File: src/rtl/cache_mem_arbiter.sv
// Round-robin arbiter sharing one main-memory refill port between the L1 I-cache and D-cache.
// Define CACHE_ARB_PERF_CNT_EN to build the grant/conflict performance counters.
module cache_mem_arbiter #(
  parameter int LINE_W  = 128,
  parameter int ADDR_W  = 32,
  parameter int TIMEOUT = 1023
) (
  input  logic              clk_i,
  input  logic              rst_i,
  input  logic              ic_req_i,
  input  logic [ADDR_W-1:0] ic_addr_i,
  output logic              ic_ack_o,
  output logic [LINE_W-1:0] ic_rdata_o,
  input  logic              dc_req_i,
  input  logic              dc_we_i,
  input  logic [ADDR_W-1:0] dc_addr_i,
  input  logic [LINE_W-1:0] dc_wdata_i,
  output logic              dc_ack_o,
  output logic [LINE_W-1:0] dc_rdata_o,
  output logic              mem_req_o,
  output logic              mem_we_o,
  output logic [ADDR_W-1:0] mem_addr_o,
  output logic [LINE_W-1:0] mem_wdata_o,
  input  logic              mem_ready_i,
  input  logic [LINE_W-1:0] mem_rdata_i,
  output logic [1:0]        grant_o,
  output logic              err_o,
  output logic [31:0]       ic_grant_cnt_o,
  output logic [31:0]       dc_grant_cnt_o,
  output logic [31:0]       conflict_cnt_o
);

  localparam int CNT_W = (TIMEOUT > 1) ? $clog2(TIMEOUT) : 1;
  localparam logic [CNT_W-1:0] WD_LAST = (TIMEOUT > 0) ? CNT_W'(TIMEOUT - 1) : '0;

  typedef enum logic [1:0] {
    ST_IDLE = 2'd0,
    ST_BUSY = 2'd1,
    ST_RESP = 2'd2
  } state_t;

  state_t           state_r;
  logic             last_dc_r;
  logic [CNT_W-1:0] wd_cnt_r;
  logic             grant_ic_s;
  logic             grant_dc_s;
  logic             wd_expire_s;

  // Arbitration decision: a lone requester wins, a conflict goes to whoever was not granted last.
  always_comb begin
    grant_ic_s = 1'b0;
    grant_dc_s = 1'b0;
    if (state_r == ST_IDLE) begin
      if (ic_req_i && dc_req_i) begin
        if (last_dc_r) begin
          grant_ic_s = 1'b1;
        end else begin
          grant_dc_s = 1'b1;
        end
      end else if (ic_req_i) begin
        grant_ic_s = 1'b1;
      end else if (dc_req_i) begin
        grant_dc_s = 1'b1;
      end else begin
        grant_ic_s = 1'b0;
        grant_dc_s = 1'b0;
      end
    end else begin
      grant_ic_s = 1'b0;
      grant_dc_s = 1'b0;
    end
  end

  // A zero TIMEOUT disables the watchdog entirely.
  assign wd_expire_s = (TIMEOUT != 0) && (wd_cnt_r == WD_LAST);

  // Transaction FSM with all memory-side and cache-side outputs registered.
  always_ff @(posedge clk_i) begin
    if (rst_i) begin
      state_r     <= ST_IDLE;
      last_dc_r   <= 1'b0;
      wd_cnt_r    <= '0;
      ic_ack_o    <= 1'b0;
      dc_ack_o    <= 1'b0;
      ic_rdata_o  <= '0;
      dc_rdata_o  <= '0;
      mem_req_o   <= 1'b0;
      mem_we_o    <= 1'b0;
      mem_addr_o  <= '0;
      mem_wdata_o <= '0;
      grant_o     <= 2'b00;
      err_o       <= 1'b0;
    end else begin
      case (state_r)
        ST_IDLE: begin
          ic_ack_o <= 1'b0;
          dc_ack_o <= 1'b0;
          if (grant_ic_s || grant_dc_s) begin
            state_r     <= ST_BUSY;
            mem_req_o   <= 1'b1;
            grant_o     <= {grant_dc_s, grant_ic_s};
            last_dc_r   <= grant_dc_s;
            mem_we_o    <= grant_dc_s & dc_we_i;
            mem_addr_o  <= grant_dc_s ? dc_addr_i : ic_addr_i;
            mem_wdata_o <= grant_dc_s ? dc_wdata_i : '0;
            wd_cnt_r    <= '0;
          end else begin
            state_r <= ST_IDLE;
          end
        end
        ST_BUSY: begin
          // Ready takes priority over a watchdog expiry in the same cycle.
          if (mem_ready_i) begin
            if (grant_o[0]) begin
              ic_rdata_o <= mem_rdata_i;
            end else begin
              dc_rdata_o <= mem_rdata_i;
            end
            state_r   <= ST_RESP;
            mem_req_o <= 1'b0;
            ic_ack_o  <= grant_o[0];
            dc_ack_o  <= grant_o[1];
          end else if (wd_expire_s) begin
            if (grant_o[0]) begin
              ic_rdata_o <= '0;
            end else begin
              dc_rdata_o <= '0;
            end
            err_o     <= 1'b1;
            state_r   <= ST_RESP;
            mem_req_o <= 1'b0;
            ic_ack_o  <= grant_o[0];
            dc_ack_o  <= grant_o[1];
          end else begin
            wd_cnt_r <= wd_cnt_r + 1'b1;
          end
        end
        ST_RESP: begin
          ic_ack_o  <= 1'b0;
          dc_ack_o  <= 1'b0;
          mem_req_o <= 1'b0;
          grant_o   <= 2'b00;
          state_r   <= ST_IDLE;
        end
        default: begin
          ic_ack_o  <= 1'b0;
          dc_ack_o  <= 1'b0;
          mem_req_o <= 1'b0;
          grant_o   <= 2'b00;
          state_r   <= ST_IDLE;
        end
      endcase
    end
  end

`ifdef CACHE_ARB_PERF_CNT_EN
  logic [31:0] ic_cnt_r;
  logic [31:0] dc_cnt_r;
  logic [31:0] cf_cnt_r;

  // Wrapping grant and conflict counters, bumped on each IDLE-to-BUSY grant.
  always_ff @(posedge clk_i) begin
    if (rst_i) begin
      ic_cnt_r <= 32'd0;
      dc_cnt_r <= 32'd0;
      cf_cnt_r <= 32'd0;
    end else begin
      if (grant_ic_s) begin
        ic_cnt_r <= ic_cnt_r + 32'd1;
      end else begin
        ic_cnt_r <= ic_cnt_r;
      end
      if (grant_dc_s) begin
        dc_cnt_r <= dc_cnt_r + 32'd1;
      end else begin
        dc_cnt_r <= dc_cnt_r;
      end
      if ((grant_ic_s || grant_dc_s) && ic_req_i && dc_req_i) begin
        cf_cnt_r <= cf_cnt_r + 32'd1;
      end else begin
        cf_cnt_r <= cf_cnt_r;
      end
    end
  end

  assign ic_grant_cnt_o = ic_cnt_r;
  assign dc_grant_cnt_o = dc_cnt_r;
  assign conflict_cnt_o = cf_cnt_r;
`else
  assign ic_grant_cnt_o = 32'd0;
  assign dc_grant_cnt_o = 32'd0;
  assign conflict_cnt_o = 32'd0;
`endif

endmodule

File: config.mk
export PLATFORM = sky130hd
export DESIGN_NAME = cache_mem_arbiter
export DESIGN_NICKNAME = d
export VERILOG_FILES = /design/src/rtl/cache_mem_arbiter.sv
export SDC_FILE = /design/constraint.sdc
export NUM_CORES = 1
export LEC_CHECK = 0
export ABC_CLOCK_PERIOD_IN_PS = 3600
export CAP_MARGIN = 20
export CORE_AREA = 2 2 327 329
export DETAILED_ROUTE_END_ITERATION = 12
export DIE_AREA = 0 0 329 331
export PLACE_DENSITY = 0.44
export REMOVE_ABC_BUFFERS = 1
export SETUP_SLACK_MARGIN = 0.4
export SKIP_LAST_GASP = 1
export SLEW_MARGIN = 10
export SYNTH_ARGS = -nofsm -noshare
export SYNTH_HDL_FRONTEND = slang
export SYNTH_SLANG_ARGS = --single-unit
File: constraint.sdc
create_clock -name clk_i -period 3.6 [get_ports clk_i]
set_clock_uncertainty 0.1 [all_clocks]
set_input_delay 0.54 -clock clk_i [delete_from_list [all_inputs] [get_ports clk_i]]
set_output_delay 0.54 -clock clk_i [all_outputs]
set_load 0.005 [all_outputs]
# --- Word-level counts from Yosys, hierarchy flattened ---
# Cells that the tools add are included.
word_totals:
  regBits: 436
  inputBits: 326
  wordCells: 74
classes:
  add_sub_neg: 1
  eq_ne: 6
  n_mux: 37
  bitwise: 4
  reduce_logical: 13
ops:
  columns: ["operator", "n"]
  rows:
  - ["$mux 128", 9]
  - ["$mux 32", 1]
  - ["$mux 10", 3]
  - ["$pmux 10 s2", 1]
  - ["$mux 1", 17]
  - ["$add 10x1->10 const B", 1]
  - ["$eq 10x10->1 const B", 1]
  - ["$reduce_and 3->1", 3]
  - ["$pmux 2 s2", 2]
  - ["$mux 2", 3]
  - ["$reduce_and 2->1", 3]
  - ["$ne 2x2->1 const B", 2]
  - ["$reduce_and 4->1", 1]
  - ["$reduce_bool 2->1", 2]
  - ["$ne 3x3->1 const B", 1]
  - ["$not 1->1", 3]
  - ["$eq 2x1->1 const B", 1]
  - ["$logic_not 2->1", 1]
  - ["$ne 2x1->1 const B", 1]
  - ["$pmux 1 s2", 1]
  - ["$reduce_or 2->1", 1]
  - ["$and 1x1->1", 1]
  - ["$logic_and 1x1->1", 1]
  - ["$logic_or 1x1->1", 1]

# --- Depth between registers and ports, before layout ---
# Gate-level depths: netlist of run 1.
logic_depth:
  word_depth: 7
  mapped_depth: 9
  depth_no_buf: 6

# --- Worst setup path before layout of run 1 ---
# OpenSTA, ideal clock, no wires.
synth_path:
  path_kind: "input -> register"
  from: "input dc_req_i"
  to: "register wd_cnt_r[0]"
  arrival_time_ns: 1.639
  required_time_ns: 3.430
  path_slack_ns: 1.791
  stages: 6
  path_buffers: 2
  cell_sequence: "or2_2 -> nand2_1 -> buf_2 -> buf_2 -> nand3_1 -> a21oi_1"
synth_via:
  elab_chain_cells: 7
synth_rtl:
  columns: ["element", "line", "text"]
  rows:
  - ["start, declared", "14", "input logic dc_req_i,"]
  - ["$mux 1", "62", "end else if (dc_req_i) begin"]
  - ["$mux 1", "60", "end else if (ic_req_i) begin"]
  - ["$mux 1", "54", "if (ic_req_i && dc_req_i) begin"]
  - ["$mux 1", "53", "if (state_r == ST_IDLE) begin"]
  - ["$logic_or 1x1->1 *", "98", "if (grant_ic_s || grant_dc_s) begin"]
  - ["$ne 2x1->1 (no source line) *", null, null]
  - ["$reduce_and 4->1 (no source line) *", null, null]
  - ["end signal, assigned", "135", "wd_cnt_r <= wd_cnt_r + 1'b1;"]
  - ["end, declared", "44", "logic [CNT_W-1:0] wd_cnt_r;"]
# Mark *: on every way between the ends. The rest lies on a longest branch, timed or not.
# A chain may end at the register's enable or synchronous reset.

# --- Final worst setup path of run 1 ---
layout_path:
  from: "register dc_rdata_o[89]"
  to: "output dc_rdata_o[89]"
layout_lines:
  columns: ["element", "line", "text"]
  rows:
  - ["start, declared", "19", "output logic [LINE_W-1:0] dc_rdata_o,"]
  - ["start signal, assigned", "117", "dc_rdata_o <= mem_rdata_i;"]
# No word-level cell between the ends.

==> flow_metrics.py, run 1 <==
metrics = {
    "yosys": {
        "synth-xor-area-share_pct": 0.0533,
        "seq_area_frac_synth_pct": 53.1,
        "synth_fa_ha_area_share_pct": 0.152,
        "yosysTopAreaCellShare_pct": 53.1,
        "post-synth-top-area-cell": "dfxtp_1",
        "yosys-top-cells-area": "dfxtp_1, a21oi_1, nand2_1",
        "ys_warn_count": 0,
        "syn_avg_cell_area_um2": 8.57,
        "syn_area_um2": 16400,
        "synth_compound_area_share_pct": 24.2,
        "synth_ff_type": "dfxtp_1",
        "synth_edf_count": 0,
        "synth_cells": 1919,
        "synthMuxAreaShare_pct": 1.95,
        "synth_simple_gate_area_share_pct": 11.2,
        "synth_top_family_by_area": "compound AO/OA/AOI/OAI gates",
        "synth-async-reset-ratio_pct": 0,
        "yosysUniqueCellTypes": 45,
        "ys_seq_elements": 436,
    },
    "critical_path": {
        "slowest_stage": "clkdlybuf4s50_1",
        "critical_path_required_ns": 2.96,
        "r2r-start": "state_r[0]",
        "path_buf_inv": 1,
        "crit_path_start_kind": "register",
        "rr_worst_depth": 5,
        "path_cells": "clkdlybuf4s50_1",
        "cp_top_family": "buffers and inverters",
        "reg2reg_to": "dc_rdata_o[98]",
        "critPathArrivalTime_ns": 1.73,
        "worstSetupPathType": "reg2out",
        "slowest_delay_ns": 0.79,
        "crit_fanout": 2,
        "r2r_slack_ns": 1.32,
        "worstSetupEndpointType": "primary output",
    },
    "global_route": {
        "busiest_layer": "met2",
        "grt_max_degree": 109,
        "grt_util_met3_pct": 5.62,
        "grt_pass1_wl_mm": 110,
        "antenna_found_initial": 30,
        "grt_pass1_vias": 15600,
        "use_met1_pct": 15.0,
        "use_met2_pct": 23.9,
        "globalRouteTotalUtil_pct": 13.6,
        "overflow": 0,
    },
    "final_layout": {
        "syn_to_final_growth_pct": 62.4,
        "final_common_cell": "clkdlybuf4s50_1",
        "nets": 2915,
        "final_cell_mix": "clkdlybuf4s50_1, dfxtp_1, a21oi_1",
        "drive_gt1_share_pct": 5.06,
        "instances_no_fill": 4019,
        "num-fill-cells": 11500,
    },
    "clocking": {
        "numCtsBuffers": 52,
        "cts_resized": 0,
        "cts-root-buf": "clkbuf_16",
        "clk_latency_ns": 0.60,
        "cts_tree": "yes",
        "ctsHoldBuffers": 0,
        "cts.clk_slew.worst_paths_ns": 0.06,
        "cts_max_level": 2,
        "ctsLongestPathBuffers": 3,
        "cts_setup_buffers": 0,
        "clock_sinks": 436,
    },
    "placed_design": {
        "routabilityCongestion": 0.765,
        "hpwl_mm": 57.9,
        "place_inst": 3924,
        "portBuffers": 748,
    },
    "power": {
        "p_per_area_nw_per_um2": 455,
        "cellLeakagePower_nw": 9.16,
        "ir_worst_vdd_uv": 292,
    },
    "detailed_routing": {
        "wl_per_cell_um": 19.5,
        "vias": 16000,
        "antenna_left": 0,
        "drc": 0,
        "drt_iter0_markers": 763,
        "routed_wl_mm": 78.5,
        "drtPass1Iterations": 5,
        "vias_per_cell": 3.99,
    },
    "timing": {
        "worst_pin_slew_ns": 0.775,
        "clock.fmax_mhz": 422,
        "setup_viol": 0,
        "fin_crit_sh_pct": 65.8,
        "finalHoldViolations": 0,
        "relSlewSlack_pct": 47.9,
        "slew_viol_final": 0,
        "hold_slack_ns": 0.284,
        "rsz0062_at_grt": "no",
        "min_period_ns": 2.37,
    },
    "floorplan": {
        "core_um2": 105000,
        "initial_core_util_pct": 15.7,
        "die_area_um2": 109000,
        "num_rows": 119,
        "io_pins": 845,
        "die_y_um": 331,
        "dieWidth_um": 329,
    },
    "worst_hold_path": {
        "min_path_type": "in2reg",
        "min_path_cells": 2,
        "hp-start": "rst_i",
        "whs_endpoint": "mem_wdata_o[20]",
    },
    "job": {
        "maxCapViolCount": 0,
    },
    "outcome": {
        "status": "finished, final reports clean",
    },
}
## cells in the mapped netlist (3+ instances only)
library cell  instances
dfxtp_1             436
a21oi_1             269
nand2_1             266
nor2_1              169
o21ai_0             160
a22oi_1             130
clkbuf_1            103
o21ai_1             103
buf_4                99
buf_2                34
a211oi_1             32
mux2i_1              32
buf_1                20
buf_6                12
inv_1                 6
nand3_1               5
and3_1                4
o31ai_1               3
or3_1                 3
## how the worst max path moves through the flow
stage | cells after the start | start | end | slack [ns]
CTS | 1 | mem_wdata_o[120] | mem_wdata_o[120] | 1.11
global placement | 7 | mem_ready_i | dc_rdata_o[0] | 0.93
floorplan | 4 | state_r[0] | dc_rdata_o[0] | -2.60
detailed placement | 6 | mem_ready_i | wd_cnt_r[8] | 0.86
finish | 1 | dc_rdata_o[89] | dc_rdata_o[89] | 1.23
global route | 1 | dc_rdata_o[89] | dc_rdata_o[89] | 1.11
## metrics by stage
| step | utilization (%) | setup slack [ns] | power, W | TNS [ns] | area [um2] |
|---|---|---|---|---|---|
| 2_1_floorplan | - | -2.60 | 0.00585 | -694.16 | 15300 |
| 3_3_place_gp | 23.9 | 0.932 | 0.00715 | 0 | 25100 |
| 3_5_place_dp | 23.9 | 0.864 | 0.00714 | 0 | 25100 |
| 4_1_cts | 25.4 | 1.11 | 0.0124 | 0 | 26700 |
| 5_1_grt | 25.4 | 1.11 | 0.0127 | 0 | 26700 |
| 6_report | 25.4 | 1.23 | 0.0121 | 0 | 26700 |
## registers in the layout (all words and copies together) (netlist names), 2 cells and up
signal / flops
wd_cnt_r: 10
state_r: 2
mem_addr_o: 32
ic_rdata_o: 128
mem_wdata_o: 128
dc_rdata_o: 128
grant_o: 2
## area by class of cell
cell class | instances | area (um2) | area share, %
sequential | 436 | 8730 | 32.7
clock inverter | 14 | 82.6 | 0.309
antenna | 2 | 5.00 | 0.0187
timing repair buffer | 787 | 8000 | 29.9
inverter | 6 | 22.5 | 0.0843
multi-input combinational | 1304 | 6580 | 24.6
tap | 1391 | 1740 | 6.52
clock buffer | 79 | 1550 | 5.82
## cell families (layout without fill, tap and decap cells)
logic type,count (synthesis),in the layout
AND/OR/NAND/NOR,466,466
buffers and inverters,274,886
XOR/XNOR,1,1
adder cells (fa/ha/maj),2,2
other,1,98
AO/OA/AOI/OAI,707,707
multiplexers,32,32
flip-flops,436,436
## routing by layer
layer,wire length (um),up-vias
met5,221,-
met4,1910,34
met3,7510,134
met2,39100,613
met1,29800,7485
li1,-,7767
## where the power goes
part / total (W) / switching, W / internal [W]
clock: 0.00514 / 0.00218 / 0.00296
sequential: 0.00518 / 0.000131 / 0.00505
combinational: 0.00182 / 0.000893 / 0.000932
total: 0.0121 / 0.00320 / 0.00894
(Power assumes the default switching activity.)
==> run 2: changes to the inputs <==
ABC_CLOCK_PERIOD_IN_PS = 2300   (was 3600)
CORE_AREA = 2 2 329 331   (was 2 2 327 329)
DIE_AREA = 0 0 331 333   (was 0 0 329 331)
PLACE_DENSITY = 0.43   (was 0.44)
clock period = 2.3 ns   (was 3.6 ns; I/O delays follow)
==> run 2 against run 1 <==
- clock power rose by 67%
- first-iteration DRC count rose by 8.3%
- critical path depth rose by 7
- clock-buffer cell count fell by 2
- sequential share of layout area fell by 1.1 points
- die area rose by 1.2%
- flip-flop and latch count did not move
- via count rose by 3.2%
- register-to-register slack got worse by 0.92 ns
- non-clock buffer count rose by 99
- utilization rose by 0.76 points
- critical endpoint is now dc_rdata_o[13]
- largest cell class unchanged
==> flow_metrics.py, run 2 (synthesis results as in run 1) <==
metrics = {
    "global_route": {
        "grt_pass1_wl_mm": 114,
        "antenna_found_initial": 22,
        "grt_max_degree": 106,
        "grt_pass1_vias": 16100,
        "overflow": 0,
        "globalRouteTotalUtil_pct": 13.9,
    },
    "clocking": {
        "cts_tree": "yes",
        "numCtsBuffers": 53,
        "clk_latency_ns": 0.62,
        "ctsLongestPathBuffers": 3,
        "cts-root-buf": "clkbuf_16",
        "cts_max_level": 2,
        "cts.clk_slew.worst_paths_ns": 0.06,
        "clock_sinks": 436,
    },
    "floorplan": {
        "dieWidth_um": 331,
        "die_y_um": 333,
        "die_area_um2": 110000,
        "io_pins": 845,
        "core_um2": 107000,
        "initial_core_util_pct": 15.4,
        "num_rows": 120,
    },
    "detailed_routing": {
        "drt_iter0_markers": 826,
        "drtPass1Iterations": 5,
        "drc": 0,
        "vias": 16500,
        "antenna_left": 0,
        "wl_per_cell_um": 20.2,
        "routed_wl_mm": 83.4,
        "vias_per_cell": 4.00,
    },
    "power": {
        "total_power_w": 0.0197,
        "cellLeakagePower_nw": 11.9,
        "ir_worst_vdd_uv": 528,
        "p_per_area_nw_per_um2": 707,
    },
    "final_layout": {
        "num-fill-cells": 11800,
        "biggestRegsByFlops": "dc_rdata_o: 128 flops, ic_rdata_o: 128 flops, mem_wdata_o: 128 flops",
        "syn_to_final_growth_pct": 69.9,
        "nets": 3015,
        "seq_area_um2": 8820,
        "multiInputGateArea_um2": 6780,
        "final_common_cell": "dlygate4sd2_1",
        "final_cell_mix": "dlygate4sd2_1, dfxtp_1, clkdlybuf4s50_1",
        "drive_gt1_share_pct": 12.0,
        "instances_no_fill": 4136,
    },
    "timing": {
        "fin_crit_sh_pct": 82.5,
        "clock.fmax_mhz": 527,
        "relSlewSlack_pct": 62.3,
        "slew_viol_final": 0,
        "finalHoldViolations": 0,
        "setup_viol": 0,
        "rsz0062_at_grt": "yes",
        "worst_pin_slew_ns": 0.561,
        "min_period_ns": 1.90,
    },
    "placed_design": {
        "portBuffers": 748,
        "place_inst": 3992,
        "routabilityCongestion": 0.784,
        "hpwl_mm": 59.6,
    },
    "critical_path": {
        "worstSetupPathType": "reg2reg",
        "crit_path_start_kind": "register",
        "critPathArrivalTime_ns": 2.35,
        "worstSetupEndpointType": "register",
        "critical_path_required_ns": 2.75,
        "crit_fanout": 7,
    },
    "job": {
        "maxCapViolCount": 0,
    },
    "outcome": {
        "status": "finished, final reports clean",
    },
    "worst_hold_path": {
        "min_path_type": "in2reg",
    },
}
-- run 2: path summary, 6_finish.rpt --
check,start,end,slack (ns),depth (start not counted)
hold reg to reg,ic_rdata_o[127],ic_rdata_o[127],0.36,2
setup reg to reg,state_r[1],dc_rdata_o[13],0.40,8
hold / removal,mem_rdata_i[38],ic_rdata_o[38],0.20,3
setup / recovery,state_r[1],dc_rdata_o[13],0.40,8
-- run 2: layout make-up --
type | count | share of cell area (%)
Inverter | 6 | 0.0806
Tap cell | 1403 | 6.29
Clock buffer | 77 | 5.32
Timing Repair Buffer | 886 | 31.5
Multi-Input combinational cell | 1304 | 24.3
Antenna cell | 4 | 0.0358
Sequential cell | 436 | 31.6
Clock inverter | 20 | 0.914
-- run 2: layer usage --
layer  GRT usage, %  routed length [um]  part of all wire, %  vias to the layer above
li1               -                   -                    -                     8009
met1           14.9               31500                   38                     7768
met2           25.0               41800                   50                      623
met3           5.27                7320                  8.8                      130
met4           4.23                2640                  3.2                       18
met5              0                 126                 0.15                        -
-- run 2: where the power goes --
group	internal [W]	switching, W
Clock	0.00504	0.00354
Combinational	0.00152	0.00154
Sequential	0.00790	0.000193
Total	0.0145	0.00527
-- run 2: metrics by stage --
step	setup slack (ns)	TNS [ns]	util, %	cell area [um2]	hold WS [ns]
final	0.402	0	26.2	27900	0.196
after global routing	0.331	0	26.2	27900	0.170
after CTS	0.246	0	25.7	27400	0.132
after detailed placement	0.0572	0	24.1	25700	0.364
after global placement	0.0532	0	24.1	25700	0.347
after floorplan	-3.90	-1252.26	-	15300	0.314
-- run 2: timing repair --
item,CTS,global route
resized for setup,515,112
setup buffers,10,15
hold buffers,1,0
endpoints found under the setup margin,656,201
endpoints found under the hold margin,15,0
cloned,8,9
pin swaps,2,12
-- run 2: worst max-delay path, stage by stage (launching register included) --
cell       delay, ns
dfxtp_2         0.32
buf_6           0.12
or3b_4          0.40
nor2_4          0.17
buf_12          0.17
buf_12          0.16
clkbuf_16       0.17
nand2_4         0.05
a21oi_2         0.12
